**config.mk**
```make
export PLATFORM = sky130hd
export DESIGN_NAME = lag_measure_ctrl
export DESIGN_NICKNAME = d
export VERILOG_FILES = /design/src/rtl/lag_measure_ctrl.sv
export SDC_FILE = /design/constraint.sdc
export NUM_CORES = 1
export LEC_CHECK = 0
export CORE_UTILIZATION = 57
export CTS_CLUSTER_DIAMETER = 30
export DETAILED_ROUTE_END_ITERATION = 10
export GPL_ROUTABILITY_DRIVEN = 0
export PLACE_DENSITY_LB_ADDON = 0.1
export SLEW_MARGIN = 20
export SYNTH_ARGS = -nofsm -noshare
export SYNTH_HDL_FRONTEND = slang
export SYNTH_SLANG_ARGS = --single-unit
```
**constraint.sdc**
```tcl
create_clock -name clk -period 2.9 [get_ports clk]
set_input_delay 0.725 -clock clk [delete_from_list [all_inputs] [get_ports clk]]
set_output_delay 0.725 -clock clk [all_outputs]
set_load 0.01 [all_outputs]
```
**src/rtl/lag_measure_ctrl.sv**
```systemverilog
// Input-to-photon latency sequencer: flashes a patch after vsync, times the
// synchronized light-sensor response in microseconds and keeps min/max/avg stats.
module lag_measure_ctrl #(
  parameter int TICK_DIV     = 50,
  parameter int TIMEOUT_US   = 500000,
  parameter int SAMPLES_LOG2 = 4,
  parameter int MAX_FAILS    = 4
) (
  input  logic        clk,
  input  logic        reset_n,
  input  logic        start,
  input  logic        abort,
  input  logic        vsync,
  input  logic        sensor,
  output logic        flash,
  output logic        busy,
  output logic        done,
  output logic        error,
  output logic        sample_valid,
  output logic        sample_timeout,
  output logic [19:0] sample_us,
  output logic [19:0] min_us,
  output logic [19:0] max_us,
  output logic [19:0] avg_us,
  output logic [8:0]  good_cnt
);

  localparam int PRE_W  = $clog2(TICK_DIV);
  localparam int FAIL_W = $clog2(MAX_FAILS + 1);
  localparam int SUM_W  = 20 + SAMPLES_LOG2;

  localparam logic [PRE_W-1:0]  PRE_MAX   = PRE_W'(TICK_DIV - 1);
  localparam logic [19:0]       TIMEOUT_C = 20'(TIMEOUT_US);
  localparam logic [FAIL_W-1:0] FAIL_MAX  = FAIL_W'(MAX_FAILS);
  localparam logic [8:0]        GOOD_MAX  = 9'(2 ** SAMPLES_LOG2);

  typedef enum logic [2:0] {
    S_IDLE,
    S_ARM,
    S_FLASH,
    S_RELEASE,
    S_DONE
  } state_t;

  state_t state_q, state_d;

  logic              sync1_q, sync1_d;
  logic              s_sync_q, s_sync_d;
  logic              s_prev_q, s_prev_d;
  logic              vs_prev_q, vs_prev_d;
  logic [PRE_W-1:0]  presc_q, presc_d;
  logic [19:0]       us_cnt_q, us_cnt_d;
  logic [FAIL_W-1:0] fail_cnt_q, fail_cnt_d;
  logic [SUM_W-1:0]  sum_q, sum_d;
  logic [19:0]       run_min_q, run_min_d;
  logic [19:0]       run_max_q, run_max_d;
  logic              rel_low_q, rel_low_d;
  logic [1:0]        rel_vs_q, rel_vs_d;

  logic              flash_q, flash_d;
  logic              done_q, done_d;
  logic              error_q, error_d;
  logic              sample_valid_q, sample_valid_d;
  logic              sample_timeout_q, sample_timeout_d;
  logic [19:0]       sample_us_q, sample_us_d;
  logic [19:0]       min_us_q, min_us_d;
  logic [19:0]       max_us_q, max_us_d;
  logic [19:0]       avg_us_q, avg_us_d;
  logic [8:0]        good_cnt_q, good_cnt_d;

  logic s_rise;
  logic vs_rise;
  logic timeout_hit;
  logic rel_exit;
  logic run_end;

  assign s_rise      = s_sync_q & ~s_prev_q;
  assign vs_rise     = vsync & ~vs_prev_q;
  assign timeout_hit = (us_cnt_q == TIMEOUT_C);
  // Release ends on the second vsync edge seen after the sensor has gone dark.
  assign rel_exit    = rel_low_q && vs_rise && (rel_vs_q == 2'd1);
  assign run_end     = (fail_cnt_q == FAIL_MAX) || (good_cnt_q == GOOD_MAX);

  always_ff @(posedge clk or negedge reset_n) begin
    if (!reset_n) begin
      state_q <= S_IDLE;
    end else begin
      state_q <= state_d;
    end
  end

  always_comb begin
    state_d = state_q;
    case (state_q)
      S_IDLE:
        if (start) state_d = S_ARM;
      S_ARM:
        if (abort)                       state_d = S_DONE;
        else if (vs_rise && !s_sync_q)   state_d = S_FLASH;
      S_FLASH:
        if (abort)                       state_d = S_DONE;
        else if (s_rise || timeout_hit)  state_d = S_RELEASE;
      S_RELEASE:
        if (abort)                       state_d = S_DONE;
        else if (rel_exit)               state_d = run_end ? S_DONE : S_ARM;
      S_DONE:
        state_d = S_IDLE;
      default:
        state_d = S_IDLE;
    endcase
  end

  always_comb begin
    sync1_d          = sensor;
    s_sync_d         = sync1_q;
    s_prev_d         = s_sync_q;
    vs_prev_d        = vsync;
    presc_d          = presc_q + PRE_W'(1);
    us_cnt_d         = us_cnt_q;
    fail_cnt_d       = fail_cnt_q;
    sum_d            = sum_q;
    run_min_d        = run_min_q;
    run_max_d        = run_max_q;
    rel_low_d        = rel_low_q;
    rel_vs_d         = rel_vs_q;
    flash_d          = (state_d == S_FLASH);
    done_d           = (state_q == S_DONE);
    error_d          = error_q;
    sample_valid_d   = 1'b0;
    sample_timeout_d = sample_timeout_q;
    sample_us_d      = sample_us_q;
    min_us_d         = min_us_q;
    max_us_d         = max_us_q;
    avg_us_d         = avg_us_q;
    good_cnt_d       = good_cnt_q;

    // The timebase restarts exactly when the patch is requested.
    if ((state_d == S_FLASH) && (state_q != S_FLASH)) begin
      presc_d  = '0;
      us_cnt_d = '0;
    end else if (presc_q == PRE_MAX) begin
      presc_d  = '0;
      us_cnt_d = us_cnt_q + 20'd1;
    end

    if (state_q != S_RELEASE) begin
      rel_low_d = 1'b0;
      rel_vs_d  = 2'd0;
    end else if (!rel_low_q) begin
      rel_low_d = ~s_sync_q;
    end else if (vs_rise) begin
      rel_vs_d = rel_vs_q + 2'd1;
    end

    if ((state_q == S_IDLE) && start) begin
      good_cnt_d = '0;
      fail_cnt_d = '0;
      sum_d      = '0;
      run_min_d  = '1;
      run_max_d  = '0;
      error_d    = 1'b0;
    end

    // A sensor edge takes priority over a timeout landing in the same cycle.
    if ((state_q == S_FLASH) && (state_d == S_RELEASE)) begin
      sample_valid_d = 1'b1;
      if (s_rise) begin
        sample_us_d      = us_cnt_q;
        sample_timeout_d = 1'b0;
        fail_cnt_d       = '0;
        good_cnt_d       = good_cnt_q + 9'd1;
        sum_d            = sum_q + SUM_W'(us_cnt_q);
        if (us_cnt_q < run_min_q) run_min_d = us_cnt_q;
        if (us_cnt_q > run_max_q) run_max_d = us_cnt_q;
      end else begin
        sample_us_d      = TIMEOUT_C;
        sample_timeout_d = 1'b1;
        fail_cnt_d       = fail_cnt_q + FAIL_W'(1);
      end
    end

    if ((state_q == S_RELEASE) && !abort && rel_exit) begin
      if (fail_cnt_q == FAIL_MAX) begin
        error_d = 1'b1;
      end else if (good_cnt_q == GOOD_MAX) begin
        min_us_d = run_min_q;
        max_us_d = run_max_q;
        avg_us_d = sum_q[SUM_W-1:SAMPLES_LOG2];
      end
    end
  end

  always_ff @(posedge clk or negedge reset_n) begin
    if (!reset_n) begin
      sync1_q          <= 1'b0;
      s_sync_q         <= 1'b0;
      s_prev_q         <= 1'b0;
      vs_prev_q        <= 1'b0;
      presc_q          <= '0;
      us_cnt_q         <= '0;
      fail_cnt_q       <= '0;
      sum_q            <= '0;
      run_min_q        <= '1;
      run_max_q        <= '0;
      rel_low_q        <= 1'b0;
      rel_vs_q         <= 2'd0;
      flash_q          <= 1'b0;
      done_q           <= 1'b0;
      error_q          <= 1'b0;
      sample_valid_q   <= 1'b0;
      sample_timeout_q <= 1'b0;
      sample_us_q      <= '0;
      min_us_q         <= '0;
      max_us_q         <= '0;
      avg_us_q         <= '0;
      good_cnt_q       <= '0;
    end else begin
      sync1_q          <= sync1_d;
      s_sync_q         <= s_sync_d;
      s_prev_q         <= s_prev_d;
      vs_prev_q        <= vs_prev_d;
      presc_q          <= presc_d;
      us_cnt_q         <= us_cnt_d;
      fail_cnt_q       <= fail_cnt_d;
      sum_q            <= sum_d;
      run_min_q        <= run_min_d;
      run_max_q        <= run_max_d;
      rel_low_q        <= rel_low_d;
      rel_vs_q         <= rel_vs_d;
      flash_q          <= flash_d;
      done_q           <= done_d;
      error_q          <= error_d;
      sample_valid_q   <= sample_valid_d;
      sample_timeout_q <= sample_timeout_d;
      sample_us_q      <= sample_us_d;
      min_us_q         <= min_us_d;
      max_us_q         <= max_us_d;
      avg_us_q         <= avg_us_d;
      good_cnt_q       <= good_cnt_d;
    end
  end

  assign flash          = flash_q;
  assign busy           = (state_q != S_IDLE);
  assign done           = done_q;
  assign error          = error_q;
  assign sample_valid   = sample_valid_q;
  assign sample_timeout = sample_timeout_q;
  assign sample_us      = sample_us_q;
  assign min_us         = min_us_q;
  assign max_us         = max_us_q;
  assign avg_us         = avg_us_q;
  assign good_cnt       = good_cnt_q;

endmodule

```
Yosys cells after proc, flatten, opt, wreduce, memory -nomap -nowiden
Index checks and enable logic that the tools add are counted.
- bits in registers: 197
- bits of input ports: 6
- output and inout port bits: 95
- $add $sub $neg: 6
- magnitude comparators: 2
- equal/unequal tests: 13
- muxes and demuxes: 41
- bitwise logic cells: 6
- reductions and logical operators: 20
- operator list (cell ; number):
    20-bit two-way mux ; 11
    24-bit two-way mux ; 3
    3-bit two-way mux ; 11
    9-bit two-way mux ; 3
    24-bit by 20-bit adder with 24-bit output ; 1
    20-bit by 1-bit adder with 20-bit output, second input constant ; 1
    20-bit by 19-bit == test with 1-bit output, second input constant ; 1
    20-bit greater-than comparator ; 1
    20-bit < comparator ; 1
    3-bit by 2-bit == test with 1-bit output, second input constant ; 4
    6-bit two-way mux ; 2
    3-bit one-hot mux with 4 select lines ; 1
    9-bit by 1-bit adder with 9-bit output, second input constant ; 1
    9-bit by 5-bit == test with 1-bit output, second input constant ; 1
    1-bit logical AND ; 8
    2-bit nonzero test ; 4
    1-bit two-way mux ; 7
    6-bit by 1-bit adder with 6-bit output, second input constant ; 1
    3-bit == test, second input constant ; 2
    6-bit == test, second input constant ; 1
    2-bit two-way mux ; 3
    3-bit by 2-bit inequality test with 1-bit output, second input constant ; 2
    1-bit inverter ; 4
    3-bit by 1-bit adder with 3-bit output, second input constant ; 1
    other kinds (10) ; 13

Longest topological paths before layout
- depth in word-level cells: 10
- mapped depth: 11

Worst setup path after synthesis
Ideal clock, no wire load.
- path kind: register to register
- from: register us_cnt_q[13]
- to: register run_max_q[12]
- library setup time: 0.125 ns
- data arrival time: 2.301 ns
- data required time: 2.775 ns
- path slack: 0.474 ns
- stages on the path, launching flop included: 9
- buffers on the path: 1
- clock period less this slack: 2.426 ns
- path through: dfrtp_1 ha_1 nand4_1 or3_1 nor3_1 o21ai_0 a41oi_1 buf_2 mux2_2
- word-level cells in the longest chain between the ends: 8
- RTL lines (element ; line ; source):
    start, declared ; 52 ; logic [19:0] us_cnt_q, us_cnt_d;
    start signal, assigned ; 223 ; us_cnt_q <= us_cnt_d;
    20-bit by 19-bit == test with 1-bit output ; 79 ; assign timeout_hit = (us_cnt_q == TIMEOUT_C);
    1-bit logical OR ; 102 ; else if (s_rise || timeout_hit) state_d = S_RELEASE;
    3-bit two-way mux ; 102 ;
    3-bit two-way mux ; 101 ; if (abort) state_d = S_DONE;
    3-bit one-hot mux with 4 select lines ; 94 ; case (state_q)
    3-bit by 2-bit == test with 1-bit output ; 165 ; if ((state_q == S_FLASH) && (state_d == S_RELEASE)) begin
    1-bit logical AND ; 165 ;
    20-bit two-way mux * ; 165 ;
    named net run_max_d[12] ; 56 ; logic [19:0] run_max_q, run_max_d;
    end signal, assigned ; 227 ; run_max_q <= run_max_d;
    end, declared ; 56 ;
The timed path passes the listed nets; every way through them passes the cells marked *.
A chain may end at the register's enable or synchronous reset.

Worst setup path in the final report
- from: register us_cnt_q[0]
- to: register sum_q[20]
- word-level cells in the longest chain between the ends: 8
- RTL lines (element ; line ; source):
    20-bit by 19-bit == test with 1-bit output ; 79 ;
    1-bit logical OR ; 102 ;
    3-bit two-way mux ; 102 ;
    3-bit two-way mux ; 101 ;
    3-bit one-hot mux with 4 select lines ; 94 ;
    3-bit by 2-bit == test with 1-bit output ; 165 ;
    1-bit logical AND ; 165 ;
    24-bit two-way mux * ; 165 ;
    named net sum_d[20] ; 54 ; logic [SUM_W-1:0] sum_q, sum_d;
    end signal, assigned ; 225 ; sum_q <= sum_d;
    end, declared ; 54 ;
Marks and branches as above.

==> qor.txt <==
Run status = finished, final reports clean
Die width = 133 um
Share of post-route cells with drive strength above 1 = 13.6%
Post-layout util = 71.4%
Crit share post-route = 91.9%
Mapped cell area = 0.00985 mm2
CP max stage cell = dfrtp_1
Net Sw Frac = 34.9%
Sequential power share = 39.9%
Psw = 2.94 mW
Primary FF master, synth = dfrtp_1
Detailed-route wire length per cell = 18.3 um
Num ports = 101
Starting Density = 59.0%
HPWL after detailed placement = 16.4 mm
Post-Syn Instances = 956
Ranking of synthesized cells by area = dfrtp_1, ha_1, dfstp_2, o21ai_0, mux2_2
Setup Viol. Count Final = 0
Routed Antenna Nets = 0
Mapped Nets = 1031
Synth-to-Final Area Change = 21.1%
Grt ovf = 0
Distinct cells, synth = 63
Syn. warnings = 0
Req. time, crit path = 3260 ps
Tightest Pin Transition = 605 ps
Router iterations before antenna repair = 5
Final hold slack = 303 ps
Placement Cell Area = 0.0113 mm2
Top cell type's share of synthesized area = 45.0%
GRT Overall Usage = 28.4%
Dominant cell type by area after synthesis = dfrtp_1
Flops & latches, synth = 197
Largest net degree at the start of global routing = 74
Slew Limit Fails = 0
Clock Latency Late Sink = 440 ps
Clock buffer depth = 2
Logic pwr share = 30.2%
Vias/cell = 5.83
Critical Path Start Type = flop
Slew HR = 59.6%
Die span in y = 133 um
Setup Skew = 8.09 ps
Maxcap violations = 0
Initial DRC count = 447
Total Wirelength = 23.8 mm
Clk pwr share = 29.9%
Reg clk slew, reported paths = 70 ps
R2R depth = 9
Routed vias = 7600
Power Total = 8.43 mW
Die area = 0.0178 mm2
Inserted Diodes = 0
Leak = 5.61 nW
Int Power = 5.48 mW
Clock sinks = 197
Number of remaining DRC errors = 0
Hold Path Class = primary input to asynchronous set/reset pin
Cell count after placement = 1271
Post-layout instance area = 0.0119 mm2
CTS tree = done
Fmax = 375 MHz
Most numerous cell in the Yosys netlist = dfrtp_1
Period minus WS final = 2660 ps
Initial antenna violation count = 0
Setup Crit Path Kind = flop to flop
Setup_tns = 0 ps
IO buf count = 100
First-pass GRT wire length = 39.1 mm
Setup bufs post-CTS = 0
Final Hold Vio Count = 0
Crit path top cell by count = a21oi_1
Worst slack, placed = 80.0 ps
Core Region = 0.0167 mm2
CTS root buf = clkbuf_16
Crit-path max FO = 7
Mapped Avg Cell Area = 10.3 um2
Vias in the first global route = 7489
Worst Path Arrival = 3020 ps
Nets@finish = 1145
Number of synthesized flops with an enable pin = 0
CTS hold repair buffers = 0
Post-cts sizing count = 0
CP peak stage delay = 460 ps
Unrepaired setup endpoints after global routing = false
Cell Pwr Density = 706 mW/mm2
Crit. End Element = flop
Peak supply drop = 0.545 mV
Final Non-Filler Cells = 1303
Register area share after synthesis = 50.3%
Slack of the critical path = 235 ps
Async SR Flop Fraction = 100%
Cell Chain, Critical Path = ha_1, fa_1, a21oi_1, o211ai_1, a21oi_1, a31o_2, o32ai_1, o21ba_2, a21oi_1
Synth top cells by count = dfrtp_1, o21ai_0, nand2_1
H-tree levels = 4
Site Rows = 47
Number of buffers created by CTS = 17
## flip-flops by register name (all words and copies together) (netlist names), 3 cells and up
register / cells
sum_q: 24
avg_us: 20
max_us: 20
min_us: 20
run_max_q: 20
run_min_q: 20
sample_us: 20
us_cnt_q: 20
good_cnt: 9
presc_q: 6
fail_cnt_q: 3
state_q: 3
## routing by layer
layer	wire (um)	track usage, %	part of all wire (%)
met5	0	0	0
met4	563	11.0	2.4
met3	1260	4.57	5.3
met2	11300	45.2	47
met1	10700	39.2	45
## layout by cell type, fill, tap and decap left out, types with 16 or more instances in the layout
| cell | count |
|---|---|
| o21ai_0 | 90 |
| clkdlybuf4s50_1 | 99 |
| nand2_1 | 88 |
| nand4_1 | 20 |
| inv_1 | 60 |
| nor2_1 | 69 |
| o22a_1 | 27 |
| nand3_1 | 36 |
| mux2_2 | 39 |
| buf_4 | 41 |
| a21oi_1 | 40 |
| xnor2_1 | 16 |
| xor2_1 | 20 |
| dfrtp_1 | 177 |
| clkbuf_16 | 17 |
| ha_1 | 68 |
| dfstp_2 | 20 |
## power by group through the flow
stage | logic, mW | registers, mW | clock network (mW)
global placement | 2.40 | 3.39 | 0
finish | 2.55 | 3.36 | 2.52
CTS | 2.51 | 3.35 | 2.55
global route | 2.81 | 3.39 | 2.64
detailed placement | 2.46 | 3.40 | 0
floorplan | 1.36 | 3.39 | 0
## worst max-delay path, delay by kind of cell (launching register included)
family | cells | cell delay [ps]
AO/OA/AOI/OAI | 7 | 1450
adder cells (fa/ha/maj) | 2 | 680
flip-flops | 1 | 460
## kinds of logic after synthesis
kind of cell	Yosys count	share of synthesized area (%)
muxes	48	5.37
DFF	197	50.3
buffers and inverters	110	4.45
adders and majority gates	69	8.84
xor gates and xnor gates	36	3.20
and+or+nand+nor	266	12.9
AOI/OAI and AO/OA	230	14.9
## path summary, 6_finish.rpt
kind,startpoint,endpoint,slack [ps]
worst max-delay path,us_cnt_q[0],sum_q[20],240
worst min-delay path,reset_n,max_us[18],300
worst max register to register,us_cnt_q[0],sum_q[20],240
worst min register to register,s_sync_d,s_prev_d,350
max in group asynchronous,reset_n,run_min_q[16],1860
min in group clk,s_sync_d,s_prev_d,350
## cell type report
class	count	area, um2
Inverter	61	229
Clock buffer	18	429
Tap cell	220	275
Multi-Input combinational cell	649	4470
Sequential cell	197	4950
Clock inverter	14	198
Fill cell	1262	4770
Timing Repair Buffer	144	1370
No activity file was read; power rests on OpenSTA's default activity.
